[config.mk]
export PLATFORM = sky130hd
export DESIGN_NAME = rx_pkt_arbiter
export DESIGN_NICKNAME = d
export VERILOG_FILES = /design/src/rtl/rx_pkt_arbiter.sv
export SDC_FILE = /design/constraint.sdc
export NUM_CORES = 2
export LEC_CHECK = 0
export CORE_AREA = 2 2 764 766
export DETAILED_ROUTE_END_ITERATION = 7
export DIE_AREA = 0 0 766 768
export GPL_ROUTABILITY_DRIVEN = 0
export PLACE_DENSITY = 0.3
export SLEW_MARGIN = 20
export SYNTH_ARGS = -nofsm -noshare
export SYNTH_HDL_FRONTEND = slang
export SYNTH_SLANG_ARGS = --single-unit
[constraint.sdc]
create_clock -name aclk -period 4.1 [get_ports aclk]
set_input_delay 0.82 -clock aclk [delete_from_list [all_inputs] [get_ports aclk]]
set_output_delay 0.82 -clock aclk [all_outputs]
set_load 0.05 [all_outputs]
[src/rtl/rx_pkt_arbiter.sv]
// Two-input AXI-Stream packet arbiter feeding the filter RX pipeline.
// Grants are packet-granular, alternate between the two sources on contention
// and are held until the granted source delivers its tlast beat. The output
// stage is a single register slice with one cycle of latency.
`timescale 1ns / 1ps

module rx_pkt_arbiter #(
  parameter int unsigned DATA_W = 512,
  parameter int unsigned KEEP_W = 64,
  parameter int unsigned USER_W = 48
) (
  input  logic              aclk,
  input  logic              aresetn,

  input  logic              s0_axis_tvalid,
  input  logic [DATA_W-1:0] s0_axis_tdata,
  input  logic [KEEP_W-1:0] s0_axis_tkeep,
  input  logic              s0_axis_tlast,
  input  logic [USER_W-1:0] s0_axis_tuser,
  output logic              s0_axis_tready,

  input  logic              s1_axis_tvalid,
  input  logic [DATA_W-1:0] s1_axis_tdata,
  input  logic [KEEP_W-1:0] s1_axis_tkeep,
  input  logic              s1_axis_tlast,
  input  logic [USER_W-1:0] s1_axis_tuser,
  output logic              s1_axis_tready,

  output logic              m_axis_tvalid,
  output logic [DATA_W-1:0] m_axis_tdata,
  output logic [KEEP_W-1:0] m_axis_tkeep,
  output logic              m_axis_tlast,
  output logic [USER_W-1:0] m_axis_tuser,
  output logic              m_axis_tid,
  input  logic              m_axis_tready,

  input  logic              arb_enable,
  output logic              arb_busy,
  output logic [31:0]       pkt_count0,
  output logic [31:0]       pkt_count1
);

  typedef enum logic [1:0] {StIdle, StGrant0, StGrant1} state_e;

  state_e state_q, state_d;
  // Source that won the most recent grant; the other one wins the next tie.
  logic   last_src_q, last_src_d;

  logic              m_tvalid_q;
  logic [DATA_W-1:0] m_tdata_q;
  logic [KEEP_W-1:0] m_tkeep_q;
  logic              m_tlast_q;
  logic [USER_W-1:0] m_tuser_q;
  logic              m_tid_q;
  logic [31:0]       pkt_cnt0_q;
  logic [31:0]       pkt_cnt1_q;

  logic out_ready;
  logic acc0, acc1;

  // Output slice can take a new beat when empty or being drained this cycle.
  assign out_ready = !m_tvalid_q || m_axis_tready;
  assign acc0      = s0_axis_tvalid && s0_axis_tready;
  assign acc1      = s1_axis_tvalid && s1_axis_tready;

  // State register and round-robin pointer.
  always_ff @(posedge aclk or negedge aresetn) begin
    if (!aresetn) begin
      state_q    <= StIdle;
      last_src_q <= 1'b1;
    end else begin
      state_q    <= state_d;
      last_src_q <= last_src_d;
    end
  end

  // Next-state: grant in idle, release on the accepted tlast of the owner.
  always_comb begin
    state_d    = state_q;
    last_src_d = last_src_q;
    unique case (state_q)
      StIdle: begin
        if (arb_enable) begin
          if (s0_axis_tvalid && s1_axis_tvalid) begin
            state_d = last_src_q ? StGrant0 : StGrant1;
          end else if (s0_axis_tvalid) begin
            state_d = StGrant0;
          end else if (s1_axis_tvalid) begin
            state_d = StGrant1;
          end
        end
      end
      StGrant0: begin
        if (acc0 && s0_axis_tlast) begin
          state_d    = StIdle;
          last_src_d = 1'b0;
        end
      end
      StGrant1: begin
        if (acc1 && s1_axis_tlast) begin
          state_d    = StIdle;
          last_src_d = 1'b1;
        end
      end
      default: state_d = StIdle;
    endcase
  end

  // State-decoded outputs: only the granted source sees ready.
  always_comb begin
    s0_axis_tready = (state_q == StGrant0) && out_ready;
    s1_axis_tready = (state_q == StGrant1) && out_ready;
    arb_busy       = (state_q != StIdle);
  end

  // Output register slice; holds everything while downstream stalls.
  always_ff @(posedge aclk or negedge aresetn) begin
    if (!aresetn) begin
      m_tvalid_q <= 1'b0;
      m_tdata_q  <= '0;
      m_tkeep_q  <= '0;
      m_tlast_q  <= 1'b0;
      m_tuser_q  <= '0;
      m_tid_q    <= 1'b0;
    end else if (out_ready) begin
      m_tvalid_q <= acc0 || acc1;
      if (acc0) begin
        m_tdata_q <= s0_axis_tdata;
        m_tkeep_q <= s0_axis_tkeep;
        m_tlast_q <= s0_axis_tlast;
        m_tuser_q <= s0_axis_tuser;
        m_tid_q   <= 1'b0;
      end else if (acc1) begin
        m_tdata_q <= s1_axis_tdata;
        m_tkeep_q <= s1_axis_tkeep;
        m_tlast_q <= s1_axis_tlast;
        m_tuser_q <= s1_axis_tuser;
        m_tid_q   <= 1'b1;
      end
    end
  end

  // Per-source packet counters, bumped on each accepted tlast; wrap naturally.
  always_ff @(posedge aclk or negedge aresetn) begin
    if (!aresetn) begin
      pkt_cnt0_q <= '0;
      pkt_cnt1_q <= '0;
    end else begin
      if (acc0 && s0_axis_tlast) pkt_cnt0_q <= pkt_cnt0_q + 32'd1;
      if (acc1 && s1_axis_tlast) pkt_cnt1_q <= pkt_cnt1_q + 32'd1;
    end
  end

  assign m_axis_tvalid = m_tvalid_q;
  assign m_axis_tdata  = m_tdata_q;
  assign m_axis_tkeep  = m_tkeep_q;
  assign m_axis_tlast  = m_tlast_q;
  assign m_axis_tuser  = m_tuser_q;
  assign m_axis_tid    = m_tid_q;
  assign pkt_count0    = pkt_cnt0_q;
  assign pkt_count1    = pkt_cnt1_q;

endmodule
==> summary.md <==
| Metric | Value |
|---|---|
| CTS clk-pin slew, worst paths | 60 ps |
| Number of nets in the layout | 6,863 |
| RSZ-0062 raised after global routing | false |
| CTS tree | built |
| Routed wire length | 440,000 um |
| Period utilisation layout | 0.835 |
| DP Wirelength | 393,000 um |
| Largest delay contributor family on the critical path | buffers and inverters |
| Req. time, crit path | 3280 ps |
| Worst skew pair latency | 870 ps |
| Crit path capture type | primary output |
| Worst Path Max Fanout | 2 |
| Antenna Violating Nets Remaining | 0 |
| Buf+Inv Stages, Crit Path | 1 |
| Initial antenna violation count | 537 |
| Hold WC Path Type | in2async |
| CP Class | reg2out |
| Worst-path cell chain | clkdlybuf4s50_1 |
| Worst Tran Pin Value | 1150 ps |
| CP startpoint kind | register |
| Cells after Synth | 3,691 |
| Cts bufs inserted | 111 |
| CP peak stage delay | 1240 ps |
| Leading area contributor after synthesis | dfrtp_1 |
| Final setup viols | 0 |
| Max-Cap Viols | 0 |
| Ys flop type | dfrtp_1 |
| Status | complete, no violations |
| CTS H-Tree Depth | 3 |
| Synth top area cells | dfrtp_1 (56%), nand2_1 (16%), a31oi_1 (13%) |
| Syn Nets | 4,949 |
| Starting DRC count in detailed routing | 2,525 |
| Routed WL per cell | 32.4 um |
| Count leader, synth | nand2_1 |
| Share of the synthesized area in the top cell type | 0.559 |
| TritonRoute pass-1 iters | 8 |
| Power per cell area | 836 nW/um^2 |
| Synth Register Bits | 694 |
| Die area | 588,000 sq um |
| # resized after CTS | 0 |
| Clock skew | 47.8 ps |
| Post-synth top cells | nand2_1 (1,291), dfrtp_1 (693), nor2_1 (648) |
| Fmax | 292 MHz |
| Cell Area, Synth | 31,000 sq um |
| Via count of the first global-routing pass | 37,600 |
| Clk root buf | clkbuf_16 |
| Post-Layout Cell Count | 13,600 |
| Worst slew margin | 0.233 |
| Clock sinks | 694 |
| Initial Util | 0.0535 |
| Vias | 38,200 |
| Pleak | 23.2 nW |
| Die Height | 768 um |
| CORE AREA | 580,000 sq um |
| Port bufs | 1,949 |
| Warnings from Yosys | 0 |
| Largest net degree at the start of global routing | 136 |
| I/O pin cnt | 1,950 |
| Final Hold Vio Count | 0 |
| Shortest period the worst path allows | 3420 ps |
| Layout cell share with drive strength beyond 1 | 0.0584 |
| Gr ovfl total | 0 |
| Global-route wire length before repair | 529,000 um |
| Worst path slowest cell | clkdlybuf4s50_1 |
| Core Rows | 280 |
| Die Width | 766 um |
| Placed Cells | 13,200 |
| Ys async rst share | 1.00 |
| Seq/Total Area, Yosys | 0.560 |
| Crit path DAT | 2600 ps |
| Synth cell types | 39 |
| Mean post-synth cell area | 8.40 sq um |
| Max clock buf depth | 4 |
| Fin Setup TNS | 0 ps |
| GRT Util Overall | 0.144 |
| Post-DR vias/cell | 2.82 |
| Number of synthesized flops with an enable pin | 0 |
| Max IR drop VDD | 0.000445 V |
| Max Slew Vio Count | 0 |
| DRC viols | 0 |
| P&R area growth vs syn | 107% |
-- power by group --
part | switching, mW | leakage (nW) | internal, mW | total [mW]
Sequential | 2.23 | 7.81 | 10.0 | 12.3
Clock | 4.16 | 1.72 | 5.62 | 9.78
Combinational | 22.6 | 13.6 | 8.99 | 31.6
Total | 29.0 | 23.2 | 24.6 | 53.7
-- metrics by stage --
step / setup slack [ps] / utilization / hold WS [ps] / area, sq um / total power, mW
after global placement: 698 / 0.104 / 463 / 60300 / 44.7
after global routing: 625 / 0.110 / 423 / 64000 / 56.2
final: 676 / 0.111 / 450 / 64200 / 53.7
after CTS: 522 / 0.110 / 356 / 63900 / 54.9
after detailed placement: 673 / 0.104 / 469 / 60300 / 44.7
after floorplan: 1650 / - / 447 / 31000 / 28.6
-- layer usage --
| metal | global-route usage | share of wire | up-vias | wire length (um) |
|---|---|---|---|---|
| met5 | 0 | 0.0041 | - | 1800 |
| met4 | 0.0575 | 0.051 | 268 | 22500 |
| li1 | - | - | 16300 | - |
| met3 | 0.0894 | 0.15 | 980 | 63900 |
| met2 | 0.215 | 0.41 | 2464 | 182000 |
| met1 | 0.164 | 0.39 | 18200 | 170000 |
-- flip-flops by register name (all words and copies together) (netlist names) --
name / cells
last_src_q: 1
m_axis_tdata: 512
m_axis_tid: 1
m_axis_tkeep: 64
m_axis_tlast: 1
m_axis_tuser: 48
m_axis_tvalid: 1
pkt_count0: 32
pkt_count1: 32
state_q: 2
-- area by class of cell --
| type | count | area, sq um |
|---|---|---|
| antenna | 120 | 300 |
| multi-input combinational | 2717 | 12400 |
| clock buffer | 166 | 3210 |
| timing repair buffer | 2079 | 20900 |
| inverter | 2 | 7.51 |
| sequential | 694 | 17400 |
| fill | 67300 | 516000 |
| tap | 7755 | 9700 |
| clock inverter | 28 | 298 |
-- cells by family after synthesis --
| logic type | after synthesis | share of synthesized area |
|---|---|---|
| AND/OR/NAND/NOR | 2022 | 0.253 |
| adder cells (fa/ha/maj) | 2 | 0.000807 |
| flip-flops | 694 | 0.560 |
| AO/OA/AOI/OAI | 631 | 0.127 |
| multiplexers | 1 | 0.000363 |
| XOR/XNOR | 61 | 0.0172 |
| buffers and inverters | 280 | 0.0412 |
-- cell usage in the layout, fill, tap and decap left out, types with 11 or more instances in the layout --
master,Yosys,routed
diode_2,0,120
clkinv_2,0,11
clkbuf_8,0,23
nor2_1,648,647
a31oi_1,624,624
buf_4,1,101
clkbuf_1,84,32
xnor2_1,40,40
dfrtp_1,693,693
nand2_1,1291,1290
xor2_1,21,21
buf_12,0,38
clkdlybuf4s50_1,0,1928
nand4_1,14,14
clkbuf_16,0,111
nand3_1,23,23
-- path summary, 6_finish.rpt --
path	depth (start not counted)	slack [ps]	endpoint	from
max in group asynchronous	3	2460	pkt_count0[11]	aresetn
setup reg to reg	6	1550	pkt_count0[27]	pkt_count0[11]
hold reg to reg	1	470	pkt_count0[31]	pkt_count0[31]
hold / removal	2	450	m_axis_tdata[364]	aresetn
min in group aclk	1	470	pkt_count0[31]	pkt_count0[31]
setup / recovery	1	680	m_axis_tdata[435]	m_axis_tdata[435]
-- repair_timing --
action / in CTS / in global routing
buffers inserted: 0 / 0
hold endpoints to repair: 17 / 0
hold buffers: 1 / 0
(Power assumes the default switching activity.)
